<file path="src/rtl/pipeline_perf_mon.sv">
// Performance-event counter unit: counts per-cycle pipeline events over a programmable
// window, snapshots the totals when the window closes, and serves them on a registered read port.
module pipeline_perf_mon #(
    parameter int NUM_EVT = 6,
    parameter int CNT_W   = 32,
    parameter int SAT     = 0,
    parameter int SEL_W   = 5
) (
    input  logic               clk,
    input  logic               rst,
    input  logic [NUM_EVT-1:0] evt,
    input  logic               start,
    input  logic               stop,
    input  logic               clr,
    input  logic [CNT_W-1:0]   win_len,
    input  logic [SEL_W-1:0]   rd_sel,
    input  logic               rd_snap,
    output logic [CNT_W-1:0]   rd_data,
    output logic               busy,
    output logic               done
);
    // Channel NUM_EVT is the cycle counter, so it shares the event-counter datapath.
    localparam int NCH = NUM_EVT + 1;

    typedef enum logic [1:0] {IDLE, RUN, DONE} state_t;

    state_t           state_q, state_d;
    logic [CNT_W-1:0] win_len_q, win_len_d;
    logic [CNT_W-1:0] rd_data_q, rd_data_d;
    logic             count_en, live_clr, snap_clr, snap_en, expire;
    logic [NCH-1:0]   inc_req, ovf_live, ovf_snap;
    logic [CNT_W-1:0] live_cnt [NCH];
    logic [CNT_W-1:0] live_nxt [NCH];
    logic [CNT_W-1:0] snap_cnt [NCH];

    assign inc_req  = {1'b1, evt};
    assign live_clr = clr | start;
    assign snap_clr = clr;
    assign count_en = (state_q == RUN) && !clr && !start;
    assign expire   = (win_len_q != '0) && (live_nxt[NUM_EVT] == win_len_q);

    generate
        for (genvar gi = 0; gi < NCH; gi++) begin : g_chan
            logic [CNT_W-1:0] cnt_q, cnt_d, snap_q, snap_d;
            logic             ovf_q, ovf_d, sovf_q, sovf_d;

            always_comb begin
                cnt_d = cnt_q;
                ovf_d = ovf_q;
                if (live_clr) begin
                    cnt_d = '0;
                    ovf_d = 1'b0;
                end else if (count_en && inc_req[gi]) begin
                    if (&cnt_q) begin
                        ovf_d = 1'b1;
                        cnt_d = (SAT != 0) ? cnt_q : '0;
                    end else begin
                        cnt_d = cnt_q + CNT_W'(1);
                    end
                end
            end

            // Snapshot captures the post-increment value so the closing cycle is included.
            always_comb begin
                snap_d = snap_q;
                sovf_d = sovf_q;
                if (snap_clr) begin
                    snap_d = '0;
                    sovf_d = 1'b0;
                end else if (snap_en) begin
                    snap_d = cnt_d;
                    sovf_d = ovf_d;
                end
            end

            always_ff @(posedge clk) begin
                if (rst) begin
                    cnt_q  <= '0;
                    ovf_q  <= 1'b0;
                    snap_q <= '0;
                    sovf_q <= 1'b0;
                end else begin
                    cnt_q  <= cnt_d;
                    ovf_q  <= ovf_d;
                    snap_q <= snap_d;
                    sovf_q <= sovf_d;
                end
            end

            assign live_cnt[gi] = cnt_q;
            assign live_nxt[gi] = cnt_d;
            assign snap_cnt[gi] = snap_q;
            assign ovf_live[gi] = ovf_q;
            assign ovf_snap[gi] = sovf_q;
        end
    endgenerate

    always_comb begin
        state_d   = state_q;
        win_len_d = win_len_q;
        snap_en   = 1'b0;
        if (clr) begin
            state_d = IDLE;
        end else if (start) begin
            state_d   = RUN;
            win_len_d = win_len;
        end else if (state_q == RUN && (stop || expire)) begin
            state_d = DONE;
            snap_en = 1'b1;
        end
    end

    always_comb begin
        rd_data_d = '0;
        if (rd_sel == '0) begin
            rd_data_d = rd_snap ? snap_cnt[NUM_EVT] : live_cnt[NUM_EVT];
        end
        for (int i = 0; i < NUM_EVT; i++) begin
            if (rd_sel == SEL_W'(i + 1)) begin
                rd_data_d = rd_snap ? snap_cnt[i] : live_cnt[i];
            end
        end
        if (rd_sel == SEL_W'(NUM_EVT + 1)) begin
            rd_data_d = CNT_W'(rd_snap ? ovf_snap : ovf_live);
        end
    end

    always_ff @(posedge clk) begin
        if (rst) begin
            state_q   <= IDLE;
            win_len_q <= '0;
            rd_data_q <= '0;
        end else begin
            state_q   <= state_d;
            win_len_q <= win_len_d;
            rd_data_q <= rd_data_d;
        end
    end

    assign rd_data = rd_data_q;
    assign busy    = (state_q == RUN);
    assign done    = (state_q == DONE);

endmodule
</file>
<file path="config.mk">
export PLATFORM = sky130hd
export DESIGN_NAME = pipeline_perf_mon
export DESIGN_NICKNAME = d
export VERILOG_FILES = /design/src/rtl/pipeline_perf_mon.sv
export SDC_FILE = /design/constraint.sdc
export NUM_CORES = 1
export LEC_CHECK = 0
export CORE_ASPECT_RATIO = 0.75
export CORE_UTILIZATION = 50
export DETAILED_ROUTE_END_ITERATION = 10
export PLACE_DENSITY = 0.75
export RECOVER_POWER = 50
export REMOVE_ABC_BUFFERS = 1
export SYNTH_ARGS = -nofsm -noshare
export SYNTH_HDL_FRONTEND = slang
export SYNTH_SLANG_ARGS = --single-unit
</file>
<file path="constraint.sdc">
create_clock -name clk -period 6.9 [get_ports clk]
set_clock_uncertainty 0.2 [all_clocks]
set_input_delay 0.69 -clock clk [delete_from_list [all_inputs] [get_ports clk]]
set_output_delay 0.69 -clock clk [all_outputs]
set_load 0.02 [all_outputs]
</file>
Word level (Yosys, flattened, before mapping) --
Cells that the tools add are included.
Storage, ports and cells: flip-flop bits (word level) 528, output and inout port bits 34, input port bits 49, logic and storage cells 140
Cells by class: bitwise gates (word level) 2, reductions and logical operators 26, add/sub/neg operators 7, eq/ne operators 10, mux-type cells 63
Operators with widths (count):
- $mux 32 | 36
- $add 32x1->32 const B | 7
- $reduce_and 32->1 | 7
- $eq 32x32->1 | 1
- $reduce_bool 32->1 | 1
- $mux 1 | 26
- $eq 5x3->1 const B | 4
- $eq 5x2->1 const B | 2
- $logic_and 1x1->1 | 10
- $mux 7 | 1
- $eq 5x1->1 const B | 1
- $logic_not 5->1 | 1
- $reduce_or 3->1 | 1
- $eq 2x1->1 const B | 1
- $eq 2x2->1 const B | 1
- $logic_not 1->1 | 2
- $reduce_and 2->1 | 1
- $reduce_bool 2->1 | 1
- $reduce_or 2->1 | 1
- $logic_or 1x1->1 | 1
- $not 1->1 | 1
- $or 1x1->1 | 1

Depth between registers and ports, before layout --
Gate-level depths: netlist (run 1).
depth after elaboration 12, mapped depth 17, depth with buffers taken out 11

Worst setup path before layout (run 1) --
OpenSTA, ideal clock, no wires.
kind input to register, start point input clr, end point register g_chan[0].snap_q[15], data required time 6.577 ns, data arrival time 3.905 ns, stages 16, library setup time 0.123 ns, buffers on the path 7, setup slack 2.672 ns, cells stage by stage buf_2 or4b_1 buf_2 nor2_1 nand4_2 and2_1 buf_2 buf_6 a222oi_1 nand4_1 o41a_1 nand2b_1 buf_2 buf_6 buf_6 mux2_1
On the way: cells in the longest elaborated chain, start to end 12, elaborated cells on any way between the ends 17, those cells by class 1 x eq/ne; 7 x mux; 1 x bitwise; 8 x reduce/logical
RTL lines:
- start: declaration | line 14 | input logic clr,
- $logic_not 1->1 | line 39 | assign count_en = (state_q == RUN) && !clr && !start;
- $logic_and 1x1->1 (2 in a row) | line 39
- $mux 32 | line 53 | end else if (count_en && inc_req[gi]) begin
- $mux 32 | line 50 | if (live_clr) begin
- $eq 32x32->1 | line 40 | assign expire = (win_len_q != '0) && (live_nxt[NUM_EVT] == win_len_q);
- $logic_and 1x1->1 | line 40
- $logic_or 1x1->1 | line 107 | end else if (state_q == RUN && (stop || expire)) begin
- $logic_and 1x1->1 | line 107
- $mux 1 | line 107
- $mux 1 | line 104 | end else if (start) begin
- $mux 1 | line 102 | if (clr) begin
- end signal: assignment | line 85 | snap_q <= snap_d;
- end: declaration | line 44 | logic [CNT_W-1:0] cnt_q, cnt_d, snap_q, snap_d;
Several ways; a longest one is shown, not always the timed one. A chain may end at the register's enable or synchronous reset.

Worst setup path in the final report (run 1) --
start point input clr, end point register g_chan[3].snap_q[27]
On the way: cells in the longest elaborated chain, start to end 12, elaborated cells on any way between the ends 17, those cells by class 1 x eq/ne; 7 x mux; 1 x bitwise; 8 x reduce/logical
RTL lines (line):
- $logic_not 1->1 | 39
- $logic_and 1x1->1 (2 in a row) | 39
- $mux 32 | 53
- $mux 32 | 50
- $eq 32x32->1 | 40
- $logic_and 1x1->1 | 40
- $logic_or 1x1->1 | 107
- $logic_and 1x1->1 | 107
- $mux 1 | 107
- $mux 1 | 104
- $mux 1 | 102
- end signal: assignment | 85
- end: declaration | 44
Several ways; a longest one is shown, not always the timed one.

==> impl_metrics.py, run 1 <==
metrics = {
    "outcome": {
        "status": "finished, violations left",
        "violations": "capacitance limit, slew limit",
    },
    "logic_synthesis": {
        "synth_ff_type": "dfxtp_1",
        "yosysSeqAreaShare": 0.398,
        "ys_async_sr_fraction": 0,
        "synth_edf_count": 0,
        "ys_ff_latch": 528,
        "yosysTopAreaCellShare": 0.398,
        "synthDistinctLibCells": 70,
        "ys_warn_count": 0,
        "synth_area_leaders": "dfxtp_1 (40%), mux2i_1 (9.6%), mux2_4 (4.9%)",
        "syn_area_um2": 26600,
        "synth_area_leader_cell": "dfxtp_1",
        "syn_inst": 2904,
        "syn_avg_cell_area_um2": 9.14,
    },
    "clock_network": {
        "cts_resized": 0,
        "cts-root-buf": "clkbuf_16",
        "clk_latency_ns": 0.62,
        "cts_hold_buf": 0,
        "cts.sinks": 528,
        "path_clk_slew_ns": 0.06,
        "htreeDepth": 2,
        "post_cts_buffers": 0,
        "cts_buffers": 52,
        "clk_path_buf_depth": 3,
        "cts_tree": "built",
    },
    "timing": {
        "setup_viol": 0,
        "fin_crit_sh": 0.917,
        "hold_slack_ns": 0.265,
        "max_slew_margin": -0.244,
        "rsz0062_at_grt": "false",
        "worst_slew_pin_slew_ns": 1.86,
        "finalHoldViolCount": 0,
        "max_freq_ghz": 0.158,
        "maxSlewViolCount": 92,
        "finalCriticalPeriod_ns": 6.32,
    },
    "layout": {
        "syn_to_final_growth_pct": 10.7,
        "stdcell_count": 3624,
        "design_area_um2": 29400,
        "layout_commonest_cell": "dfxtp_1",
        "final_layout_size_suffix_gt1_frac": 0.100,
        "antenna_cells": 0,
        "fin_nets": 2939,
        "final_cell_mix": "dfxtp_1 (528), nor2_1 (314), mux2i_1 (254)",
    },
    "routing": {
        "via_count": 21900,
        "vias_per_cell": 6.04,
        "dr.pass1.iters": 5,
        "ant_nets": 0,
        "drt-total-wl_mm": 79.0,
        "drc": 0,
        "drt_iter0_markers": 2210,
        "wl_per_cell_um": 21.8,
    },
    "place": {
        "place_congestion": 0.947,
        "io_buffers": 82,
        "placed_cells": 3532,
        "postPlaceCellArea_um2": 27700,
        "dp.final_hpwl_mm": 54.8,
    },
    "floorplan": {
        "fp.dieW_um": 268,
        "start_util": 0.511,
        "die_h_um": 202,
        "die_area_um2": 54000,
        "pin_count": 83,
        "rows": 72,
        "core_um2": 52000,
    },
    "power_and_ir_drop": {
        "p_per_area_nw_per_um2": 213,
        "ir_drop_v": 0.000190,
        "fin_total_pwr_uw": 6260,
        "p_leak_uw": 0.0111,
    },
    "worst_setup_path": {
        "cp-end-kind": "register",
        "required_ns": 7.20,
        "path_class": "in -> reg",
        "cp.arrival_ns": 6.63,
        "start_kind": "primary input",
        "crit_fanout": 120,
        "r2r_setup_slack_ns": 1.28,
    },
    "global_routing": {
        "grt_usage": 0.285,
        "grt_pass1_vias": 20500,
        "grt.overflow.total": 0,
        "antenna_found_initial": 1,
        "grt_max_degree": 121,
        "grt_pass1_wl_mm": 120,
    },
    "min_path": {
        "holdCritPathClass": "reg -> reg",
    },
    "flow_run": {
        "maxCapViolations": 3,
    },
}
synthesized netlist by cell type, types with 3 or more instances:
master and count:
buf_6 17, nand2b_1 24, and3_1 38, a21oi_1 61, mux2_1 46, buf_1 28, nor4_1 83, nand2_1 214
nor2b_1 6, o21ai_0 30, nor2_1 315, a22oi_1 7, a31o_2 28, o31ai_1 10, xor2_1 113, xnor2_1 95
nand3_1 90, nor3b_1 3, o31a_1 9, o211ai_1 4, nand3b_1 5, nand4_1 58, or4_1 5, mux2_4 87
ha_1 7, o21a_1 5, and4_1 24, o221ai_1 8, a21o_1 5, o22ai_1 60, and2_1 191, inv_1 43
mux2_2 48, or2_2 13, dfxtp_1 528, o22a_1 33, buf_2 18, mux2i_1 254, a2111oi_0 3, nor3_1 114
a221oi_1 3, clkbuf_1 125, or3_1 13
worst max-delay path, stage by stage:
cell,delay [ns]
dlygate4sd3_1,0.69
nor2_1,0.42
clkbuf_1,1.27
o21ai_0,0.66
nand2_1,0.21
nand4_1,0.11
nor4_1,0.28
nand4_1,0.16
o41a_1,0.47
nand2b_4,0.48
buf_12,0.45
mux2_1,0.48
per-stage QoR:
stage	setup slack, ns	utilization	setup TNS [ns]
2_1_floorplan	-4.87	-	-1147.48
3_3_place_gp	1.08	0.533	0
3_5_place_dp	0.951	0.533	0
4_1_cts	1.57	0.566	0
5_1_grt	0.640	0.566	0
6_report	0.576	0.566	0
power by group:
part / total, µW / internal [µW] / switching [µW] / leakage, µW
logic: 279 / 92.1 / 187 / 0.00604
registers: 3070 / 3060 / 14.5 / 0.00425
clock network: 2910 / 1660 / 1250 / 0.000851
total: 6260 / 4810 / 1450 / 0.0111
sequential cells by signal, indices dropped and copies added, names as in the netlist:
name / cells
g_chan.sovf_q: 7
g_chan.snap_q: 224
g_chan.cnt_q: 224
g_chan.ovf_q: 7
win_len_q: 32
rd_data: 32
state_q: 2
kinds of logic (layout without fill, tap and decap cells):
| family | count (synthesis) | count (layout) | share of synthesized area |
|---|---|---|---|
| xor gates and xnor gates | 211 | 211 | 0.0709 |
| and+or+nand+nor | 1206 | 1206 | 0.230 |
| AOI/OAI and AO/OA | 286 | 286 | 0.0746 |
| DFF | 528 | 528 | 0.398 |
| buffers and inverters | 231 | 248 | 0.0383 |
| muxes | 435 | 435 | 0.185 |
| adders and majority gates | 7 | 7 | 0.00330 |
layout make-up:
class	count	area [µm²]
clock buffers	76	1540
clock inverters	16	199
fillers	4539	22600
inverters	43	161
multi-input cells	2145	15000
flip-flops and latches	528	10600
well taps	703	880
repair buffers	113	1070
metal layers:
layer / track usage / vias up / wire length, µm / share of wire
met1: 0.426 / 10600 / 36400 / 0.46
li1: - / 10200 / - / -
met4: 0.0800 / 0 / 1960 / 0.025
met2: 0.413 / 985 / 33200 / 0.42
met5: 0 / - / 0 / 0
met3: 0.0530 / 124 / 7480 / 0.095
final timing paths:
| check | endpoint | from | depth (start not counted) |
|---|---|---|---|
| hold reg to reg | g_chan[2].snap_q[6]$_SDFFE_PP0P_ | g_chan[2].snap_q[6]$_SDFFE_PP0P_ | 2 |
| setup reg to reg | g_chan[3].snap_q[27]$_SDFFE_PP0P_ | state_q[0]$_SDFFE_PP0P_ | 13 |
| setup / recovery | g_chan[3].snap_q[27]$_SDFFE_PP0P_ | clr | 12 |
| hold / removal | g_chan[2].snap_q[6]$_SDFFE_PP0P_ | g_chan[2].snap_q[6]$_SDFFE_PP0P_ | 2 |
(Power assumes the default switching activity.)
==> run 2, diff against run 1 <==
--- a/config.mk
+++ b/config.mk
@@ -8,6 +8,7 @@
 export CORE_ASPECT_RATIO = 0.75
 export CORE_UTILIZATION = 50
 export DETAILED_ROUTE_END_ITERATION = 10
+export MAX_ROUTING_LAYER = met4
 export PLACE_DENSITY = 0.75
 export RECOVER_POWER = 50
 export REMOVE_ABC_BUFFERS = 1
==> impl_metrics.py, run 2 (synthesis gave the netlist of run 1 again) <==
metrics = {
    "global_routing": {
        "grt_usage": 0.297,
        "grt_pass1_vias": 20900,
        "antenna_found_initial": 5,
        "grt.overflow.total": 0,
        "grt_pass1_wl_mm": 122,
        "grt_max_degree": 165,
    },
    "flow_run": {
        "maxCapViolations": 1,
    },
    "floorplan": {
        "pin_count": 83,
        "die_area_um2": 54000,
        "fp.dieW_um": 268,
        "rows": 72,
        "start_util": 0.511,
        "core_um2": 52000,
        "die_h_um": 202,
    },
    "clock_network": {
        "post_cts_buffers": 0,
        "htreeDepth": 2,
        "cts_tree": "built",
        "clk_path_buf_depth": 3,
        "path_clk_slew_ns": 0.06,
        "cts_resized": 0,
        "cts_hold_buf": 0,
        "clk_latency_ns": 0.62,
        "cts-root-buf": "clkbuf_16",
        "cts.sinks": 528,
        "cts_buffers": 51,
    },
    "layout": {
        "fin_nets": 2932,
        "final_cell_mix": "dfxtp_1 (528), nor2_1 (313), mux2i_1 (254)",
        "final_layout_size_suffix_gt1_frac": 0.101,
        "syn_to_final_growth_pct": 10.6,
        "reg_top3": "g_chan.cnt_q: 224 flops, g_chan.snap_q: 224 flops",
        "design_area_um2": 29400,
        "post-route-util": 0.565,
        "layout_commonest_cell": "dfxtp_1",
    },
    "worst_setup_path": {
        "cp.arrival_ns": 6.74,
        "slowest_delay_ns": 0.80,
        "path_cells": "dlygate4sd3_1 -> nor4b_4 -> clkbuf_1 -> nand4_1 -> xor2_1 -> o2111a_1 -> o21ai_0 -> a221oi_1 -> nand4_1 -> o41a_1 -> buf_4 -> nand2b_4 -> buf_12 -> mux2_1",
        "start_kind": "primary input",
        "cp-end-kind": "register",
        "slowest_stage": "clkbuf_1",
        "path_buf_inv": 4,
        "crit_top_cell": "nand4_1",
        "required_ns": 7.20,
        "crit_family": "buffers and inverters",
        "path_class": "in -> reg",
        "crit_fanout": 146,
    },
    "routing": {
        "ant_nets": 0,
        "vias_per_cell": 6.03,
        "drt-total-wl_mm": 79.4,
        "drt_iter0_markers": 2463,
        "via_count": 21800,
        "wl_per_cell_um": 21.9,
        "dr.pass1.iters": 5,
        "drc": 0,
    },
    "timing": {
        "setup_viol": 0,
        "hold_slack_ns": 0.263,
        "worst_slew_pin_slew_ns": 1.61,
        "rsz0062_at_grt": "false",
        "max_freq_ghz": 0.155,
        "finalCriticalPeriod_ns": 6.44,
        "finalHoldViolCount": 0,
        "max_slew_margin": -0.0705,
        "maxSlewViolCount": 34,
        "fin_crit_sh": 0.933,
    },
    "place": {
        "io_buffers": 82,
        "dp.final_hpwl_mm": 54.9,
        "postPlaceCellArea_um2": 27700,
        "place_congestion": 0.976,
    },
    "power_and_ir_drop": {
        "ir_drop_v": 0.000220,
        "p_per_area_nw_per_um2": 214,
        "p_leak_uw": 0.0111,
    },
    "outcome": {
        "violations": "capacitance limit, slew limit",
        "status": "finished, violations left",
    },
    "min_path": {
        "holdCritPathClass": "reg -> reg",
    },
}
==> run 2: stage by stage <==
stage	total power [µW]	instances	TNS, ns	setup WS (ns)
CTS	6300	3620	0	1.17
detailed placement	3410	3526	0	0.564
global route	6440	3620	0	0.441
global placement	3410	3526	0	0.605
finish	6270	3621	0	0.463
floorplan	3260	2716	-1147.48	-4.87
==> run 2: worst min-delay path, cell delays in order, from the launching register on <==
cell,delay [ns]
dfxtp_1,0.31
nand2_1,0.05
mux2i_1,0.05
==> run 2: per-layer routing <==
metal  part of all wire  vias to the layer above  GRT usage
li1                   -                    10100          -
met1               0.46                    10600      0.430
met2               0.42                      933      0.415
met3              0.093                      131     0.0589
met4              0.026                        0     0.0847
met5                  0                        -          -
==> run 2: area by class of cell <==
| cell class | instances | area (µm²) |
|---|---|---|
| clock buffer | 67 | 1440 |
| clock inverter | 27 | 305 |
| fill | 4563 | 22600 |
| inverter | 43 | 161 |
| antenna | 1 | 2.50 |
| sequential | 528 | 10600 |
| timing repair buffer | 107 | 1050 |
| multi-input combinational | 2145 | 15000 |
| tap | 703 | 880 |
==> run 2: worst paths after layout <==
kind	start	end	slack, ns	cells after the start
hold / removal	g_chan[6].snap_q[5]$_SDFFE_PP0P_	g_chan[6].snap_q[5]$_SDFFE_PP0P_	0.26	2
hold reg to reg	g_chan[6].snap_q[5]$_SDFFE_PP0P_	g_chan[6].snap_q[5]$_SDFFE_PP0P_	0.26	2
setup / recovery	clr	g_chan[2].snap_q[20]$_SDFFE_PP0P_	0.46	14
setup reg to reg	state_q[0]$_SDFFE_PP0P_	g_chan[2].snap_q[20]$_SDFFE_PP0P_	0.84	13
==> run 2: where the power goes <==
| part | internal [µW] | switching, µW | total, µW |
|---|---|---|---|
| Clock | 1660 | 1260 | 2920 |
| Sequential | 3060 | 14.6 | 3070 |
| Combinational | 92.4 | 186 | 278 |
